File: src/rtl/pool_bank_sched.sv
// rtl/pool_bank_sched.sv - ping-pong bank scheduler for the pooled feature-map buffer
// Optional feature macro: POOL_BANK_SCRUB_EN (zero-fills a bank after the loader releases it)
module pool_bank_sched #(
    parameter int DATA_WIDTH      = 16,
    parameter int POOL_ADDR_WIDTH = 10,
    parameter int FRAME_WORDS     = 784
) (
    input  logic                       clk,
    input  logic                       reset,
    input  logic                       pool_done,
    input  logic                       pool_wren,
    input  logic                       pool_rden,
    input  logic [POOL_ADDR_WIDTH-1:0] pool_addr,
    input  logic [DATA_WIDTH-1:0]      pool_wdata,
    output logic [DATA_WIDTH-1:0]      pool_q,
    output logic                       pool_ready,
    input  logic                       rd_req,
    input  logic [POOL_ADDR_WIDTH-1:0] rd_addr,
    output logic                       rd_gnt,
    output logic                       rd_valid,
    output logic [DATA_WIDTH-1:0]      rd_data,
    input  logic                       rd_frame_done,
    output logic                       rd_frame_avail,
    output logic                       err_overrun,
    output logic [POOL_ADDR_WIDTH-1:0] bank0_addr,
    output logic [DATA_WIDTH-1:0]      bank0_wdata,
    output logic                       bank0_wren,
    output logic                       bank0_rden,
    input  logic [DATA_WIDTH-1:0]      bank0_q,
    output logic [POOL_ADDR_WIDTH-1:0] bank1_addr,
    output logic [DATA_WIDTH-1:0]      bank1_wdata,
    output logic                       bank1_wren,
    output logic                       bank1_rden,
    input  logic [DATA_WIDTH-1:0]      bank1_q
);

    // A frame set must fit in one bank.
    if (FRAME_WORDS > (1 << POOL_ADDR_WIDTH)) begin : g_frame_words_check
        $error("FRAME_WORDS exceeds bank depth");
    end

`ifdef POOL_BANK_SCRUB_EN
    typedef enum logic [2:0] {
        ST_EMPTY = 3'd0,
        ST_FILL  = 3'd1,
        ST_FULL  = 3'd2,
        ST_READ  = 3'd3,
        ST_SCRUB = 3'd4
    } bank_state_t;

    localparam logic [POOL_ADDR_WIDTH-1:0] SCRUB_LAST = POOL_ADDR_WIDTH'(FRAME_WORDS - 1);

    logic [POOL_ADDR_WIDTH-1:0] scrub_cnt_q [2];
`else
    typedef enum logic [1:0] {
        ST_EMPTY = 2'd0,
        ST_FILL  = 2'd1,
        ST_FULL  = 2'd2,
        ST_READ  = 2'd3
    } bank_state_t;
`endif

    bank_state_t state_q [2];
    bank_state_t state_d [2];

    logic wr_bank, rd_bank;
    logic wr_bank_d, rd_bank_d;
    logic eng_req, eng_ok, done_ok, rfd_ok, err_event;

    logic [POOL_ADDR_WIDTH-1:0] b_addr  [2];
    logic [DATA_WIDTH-1:0]      b_wdata [2];
    logic                       b_wren  [2];
    logic                       b_rden  [2];

    // Side availability, grant and accepted/ignored event decode.
    always_comb begin
        pool_ready     = (state_q[wr_bank] == ST_EMPTY) || (state_q[wr_bank] == ST_FILL);
        rd_frame_avail = (state_q[rd_bank] == ST_FULL)  || (state_q[rd_bank] == ST_READ);
        rd_gnt         = rd_req & rd_frame_avail;
        eng_req        = pool_wren | pool_rden;
        eng_ok         = eng_req & pool_ready;
        done_ok        = pool_done & pool_ready;
        rfd_ok         = rd_frame_done & rd_frame_avail;
        err_event      = ((pool_done | eng_req) & ~pool_ready) | (rd_frame_done & ~rd_frame_avail);
    end

    // Per-bank next state; engine and loader never own the same bank in the same state.
    always_comb begin
        for (int b = 0; b < 2; b++) begin
            state_d[b] = state_q[b];
            if (wr_bank == 1'(b)) begin
                if (done_ok)
                    state_d[b] = ST_FULL;
                else if (eng_ok && state_q[b] == ST_EMPTY)
                    state_d[b] = ST_FILL;
            end
            if (rd_bank == 1'(b)) begin
                if (rfd_ok)
`ifdef POOL_BANK_SCRUB_EN
                    state_d[b] = ST_SCRUB;
`else
                    state_d[b] = ST_EMPTY;
`endif
                else if (rd_gnt && state_q[b] == ST_FULL)
                    state_d[b] = ST_READ;
            end
`ifdef POOL_BANK_SCRUB_EN
            if (state_q[b] == ST_SCRUB && scrub_cnt_q[b] == SCRUB_LAST)
                state_d[b] = ST_EMPTY;
`endif
        end
    end

    // Bank port steering: scrub, then engine on wr_bank, then loader on rd_bank.
    always_comb begin
        for (int b = 0; b < 2; b++) begin
            b_addr[b]  = '0;
            b_wdata[b] = '0;
            b_wren[b]  = 1'b0;
            b_rden[b]  = 1'b0;
`ifdef POOL_BANK_SCRUB_EN
            if (state_q[b] == ST_SCRUB) begin
                b_wren[b] = 1'b1;
                b_addr[b] = scrub_cnt_q[b];
            end else
`endif
            if (wr_bank == 1'(b) && eng_ok) begin
                b_wren[b]  = pool_wren;
                b_rden[b]  = pool_rden;
                b_addr[b]  = pool_addr;
                b_wdata[b] = pool_wren ? pool_wdata : '0;
            end else if (rd_bank == 1'(b) && rd_gnt) begin
                b_rden[b] = 1'b1;
                b_addr[b] = rd_addr;
            end
        end
    end

    assign bank0_addr  = b_addr[0];
    assign bank0_wdata = b_wdata[0];
    assign bank0_wren  = b_wren[0];
    assign bank0_rden  = b_rden[0];
    assign bank1_addr  = b_addr[1];
    assign bank1_wdata = b_wdata[1];
    assign bank1_wren  = b_wren[1];
    assign bank1_rden  = b_rden[1];

    // Read data follows the bank selected when the read was issued.
    assign pool_q  = wr_bank_d ? bank1_q : bank0_q;
    assign rd_data = rd_bank_d ? bank1_q : bank0_q;

    // Bank states, side selects, delayed selects, grant pipeline and sticky error.
    always_ff @(posedge clk) begin
        if (reset) begin
            for (int b = 0; b < 2; b++)
                state_q[b] <= ST_EMPTY;
            wr_bank     <= 1'b0;
            rd_bank     <= 1'b0;
            wr_bank_d   <= 1'b0;
            rd_bank_d   <= 1'b0;
            rd_valid    <= 1'b0;
            err_overrun <= 1'b0;
        end else begin
            for (int b = 0; b < 2; b++)
                state_q[b] <= state_d[b];
            if (done_ok)
                wr_bank <= ~wr_bank;
            if (rfd_ok)
                rd_bank <= ~rd_bank;
            wr_bank_d <= wr_bank;
            rd_bank_d <= rd_bank;
            rd_valid  <= rd_gnt;
            if (err_event)
                err_overrun <= 1'b1;
        end
    end

`ifdef POOL_BANK_SCRUB_EN
    // Scrub address counters, one per bank, running only while that bank scrubs.
    always_ff @(posedge clk) begin
        if (reset) begin
            for (int b = 0; b < 2; b++)
                scrub_cnt_q[b] <= '0;
        end else begin
            for (int b = 0; b < 2; b++) begin
                if (state_q[b] == ST_SCRUB && scrub_cnt_q[b] != SCRUB_LAST)
                    scrub_cnt_q[b] <= scrub_cnt_q[b] + 1'b1;
                else
                    scrub_cnt_q[b] <= '0;
            end
        end
    end
`endif

endmodule

File: config.mk
export PLATFORM = sky130hd
export DESIGN_NAME = pool_bank_sched
export DESIGN_NICKNAME = d
export VERILOG_FILES = /design/src/rtl/pool_bank_sched.sv
export SDC_FILE = /design/constraint.sdc
export NUM_CORES = 1
export LEC_CHECK = 0
export ABC_AREA = 1
export CELL_PAD_IN_SITES_DETAIL_PLACEMENT = 2
export CELL_PAD_IN_SITES_GLOBAL_PLACEMENT = 2
export CORE_MARGIN = 1.5
export CORE_UTILIZATION = 10
export CTS_CLUSTER_SIZE = 30
export DETAILED_ROUTE_END_ITERATION = 16
export PLACE_DENSITY_LB_ADDON = 0.1
export SLEW_MARGIN = 20
export SYNTH_ARGS = -nofsm -noshare
export SYNTH_HDL_FRONTEND = slang
export SYNTH_SLANG_ARGS = --single-unit
File: constraint.sdc
create_clock -name clk -period 1.6 [get_ports clk]
set_input_delay 0.32 -clock clk [delete_from_list [all_inputs] [get_ports clk]]
set_output_delay 0.32 -clock clk [all_outputs]
set_load 0.005 [all_outputs]
==> summary.txt <==
R2R cell count = 6
CTS sink cnt = 10
FMAX = 0.497 GHz
per-cell routed wire length = 14.0 microns
DRC errors left = 0
antenna violations before repair = 1
Final Net Count = 547
Seq/Total Area, Yosys = 15.3%
number of global-route vias before repair = 2,602
Worst slew margin = 83.3%
fin crit period = 2.01 ns
failing checks = setup timing
Avg Inst Size Synth = 5.11 sq um
RSZ-0062 raised after global routing = yes
top cells by area, synth = o21ai_0 18%, inv_1 16%, dfxtp_1 15%
TritonCTS clock tree = done
endpoint required time on the critical path = 1.28 ns
Leakage Power = 1.89 nW
status = complete, but fails checks
GRT overflow = 0
WS Path Type = reg -> out
largest net degree at the start of global routing = 33
port buffer count = 167
core footprint = 12,700 sq um
startpoint types = flop
R2R Path End = state_q[0][1]$_SDFF_PP0_
Area growth syn-to-layout = 203%
I/O pins = 168
worst path arrival time = 1.69 ns
CP Max Fanout = 5
post-synth top area share = 18.0%
final wirelength = 9.01 mm
# hold bufs at CTS = 0
die footprint = 13,800 sq um
max_cap viols = 0
Place WS = -0.845 ns
CTS Root Cell = clkbuf_16
critical path capture point = bank1_addr[1]
#FFs+latches synth = 10
Final Max Slew Viols = 0
DRT Pass-1 Iters = 4
Fin. Hold Viols = 0
Die Ht = 117 microns
gr usage total = 12.3%
syn nets = 331
final period utilization = 126%
Rows = 41
R2R setup slack = 0.40 ns
min-delay src = err_overrun$_SDFFE_PP0P_
PwrDens = 508 nW/um^2
Pwr Total = 2.01 mW
first-pass GRT wire length = 13.8 mm
synthesized cell area = 1310 sq um
H-tree levels = 1
vias post-DR = 2,461
Die Width = 117 microns
share of cells above drive strength 1 = 43.4%
min-delay worst type = reg -> reg
Yosys top cell by area = o21ai_0
post-DP HPWL = 6.33 mm
Unique masters post-synth = 23
Setup-failing EPs final = 56
worst setup margin = -0.412 ns
Yosys warning total = 0
CTS Buffer Depth = 2
n_diodes = 0
peak supply drop = 0.000240 V
Slew @ Worst Pin = 0.251 ns
Worst R2R Start = state_q[0][1]$_SDFF_PP0_
Setup crit end kind = primary output
Skew-Pair Late Insertion Delay = 0.23 ns
Hold Path Stages = 2
CTS Buf Count = 3
routability cong. = 0.695
Post-Syn Instances = 256
Via-to-Cell Ratio = 3.83
Clock Pin Slew Worst Setup and Hold Paths = 0.04 ns
Fillers = 1,527
initial DRC count = 36
post-route ant nets = 0
Initial Utilization = 10.3%
Worst Clk Skew = 0.00120 ns
[what timing repair did]
action	CTS	global route
cloned	4	1
setup endpoints to repair	91	68
endpoints found under the hold margin	0	0
resized for setup	242	200
setup buffers	23	15
pin swaps	6	12
[critical path, stage by stage (launching register included)]
cell	delay (ns)
dfxtp_2	0.35
inv_2	0.05
nand2_4	0.08
nand3_4	0.09
nor2_4	0.15
buf_6	0.12
nor2_4	0.04
buf_6	0.11
buf_12	0.12
buf_6	0.12
nand2_2	0.05
o21ai_1	0.06
buf_2	0.13
[kinds of logic (layout without fill, tap and decap cells)]
logic type / Yosys count / count (layout) / share of synthesized area [%]
AO/OA/AOI/OAI: 64 / 64 / 25.0
buffers and inverters: 71 / 285 / 21.8
flip-flops: 10 / 10 / 15.3
AND/OR/NAND/NOR: 111 / 111 / 38.0
[metrics by stage]
step / cell area, sq um / util (%) / hold WS [ns] / cells / setup TNS [ns]
floorplan: 1310 / - / 0.389 / 256 / 0
global route: 3970 / 31.3 / 0.508 / 642 / -17.91
finish: 3970 / 31.3 / 0.476 / 642 / -13.80
CTS: 3730 / 29.4 / 0.476 / 631 / -19.03
global placement: 3370 / 26.6 / 0.469 / 602 / -46.30
detailed placement: 3370 / 26.6 / 0.469 / 602 / -48.43
[final cells by class]
type / instances / area (sq um) / area share [%]
Timing Repair Buffer: 223 / 2080 / 52.3
Timing Repair inverter: 1 / 7.51 / 0.189
Tap cell: 172 / 215 / 5.42
Sequential cell: 10 / 210 / 5.30
Multi-Input combinational cell: 175 / 1150 / 29.1
Clock buffer: 3 / 75.1 / 1.89
Inverter: 58 / 228 / 5.74
[per-layer routing]
layer,GRT usage [%],vias to the layer above,wire [microns]
li1,-,1220,-
met1,14.4,1136,3750
met2,22.6,93,4650
met3,2.63,10,498
met4,2.85,2,99
met5,0,-,10
[Yosys cell counts, drive strengths merged]
cell type and number:
o21bai 1, nand4 1, clkinv 1, nor2 38, nand2 56, o21ai 57, clkbuf 8, dfxtp 10
a21oi 6, nand3 16, buf 5, inv 57
[cell usage in the layout, fill, tap and decap left out]
master           instances
nand3_1                  5
nor2_1                   7
inv_2                    5
buf_16                   2
dfxtp_1                  6
nor2_2                   8
nand3_2                  8
clkinv_2                 1
buf_12                   8
clkdlybuf4s15_1          5
dfxtp_4                  2
nand4_1                  1
o21bai_1                 1
nand2_2                 10
dlygate4sd2_1           28
a21oi_1                  6
buf_6                   32
clkdlybuf4s50_1         73
clkbuf_2                 6
o21ai_0                 28
inv_4                    2
dfxtp_2                  2
inv_1                   49
clkinvlp_4               2
buf_8                    4
nor2_4                  23
clkbuf_16                4
o21ai_1                 19
nand2_1                 38
buf_4                   16
nand2_4                  8
o21ai_2                 10
buf_2                   48
nand3_4                  3
[worst min path at each step]
| stage | to | slack [ns] |
|---|---|---|
| 2_1_floorplan | flop | 0.39 |
| 3_3_place_gp | state_q[1][1]$_SDFF_PP0_ | 0.47 |
| 3_5_place_dp | err_overrun$_SDFFE_PP0P_ | 0.47 |
| 4_1_cts | state_q[1][1]$_SDFF_PP0_ | 0.48 |
| 5_1_grt | err_overrun$_SDFFE_PP0P_ | 0.51 |
| 6_report | err_overrun$_SDFFE_PP0P_ | 0.48 |
[power by group]
group | switching [mW] | leakage (nW) | internal [mW]
sequential | 0.0224 | 0.0843 | 0.275
combinational | 0.561 | 1.77 | 0.722
clock | 0.110 | 0.0370 | 0.324
total | 0.694 | 1.89 | 1.32
Note: power is estimated with default switching activity, not from simulation.
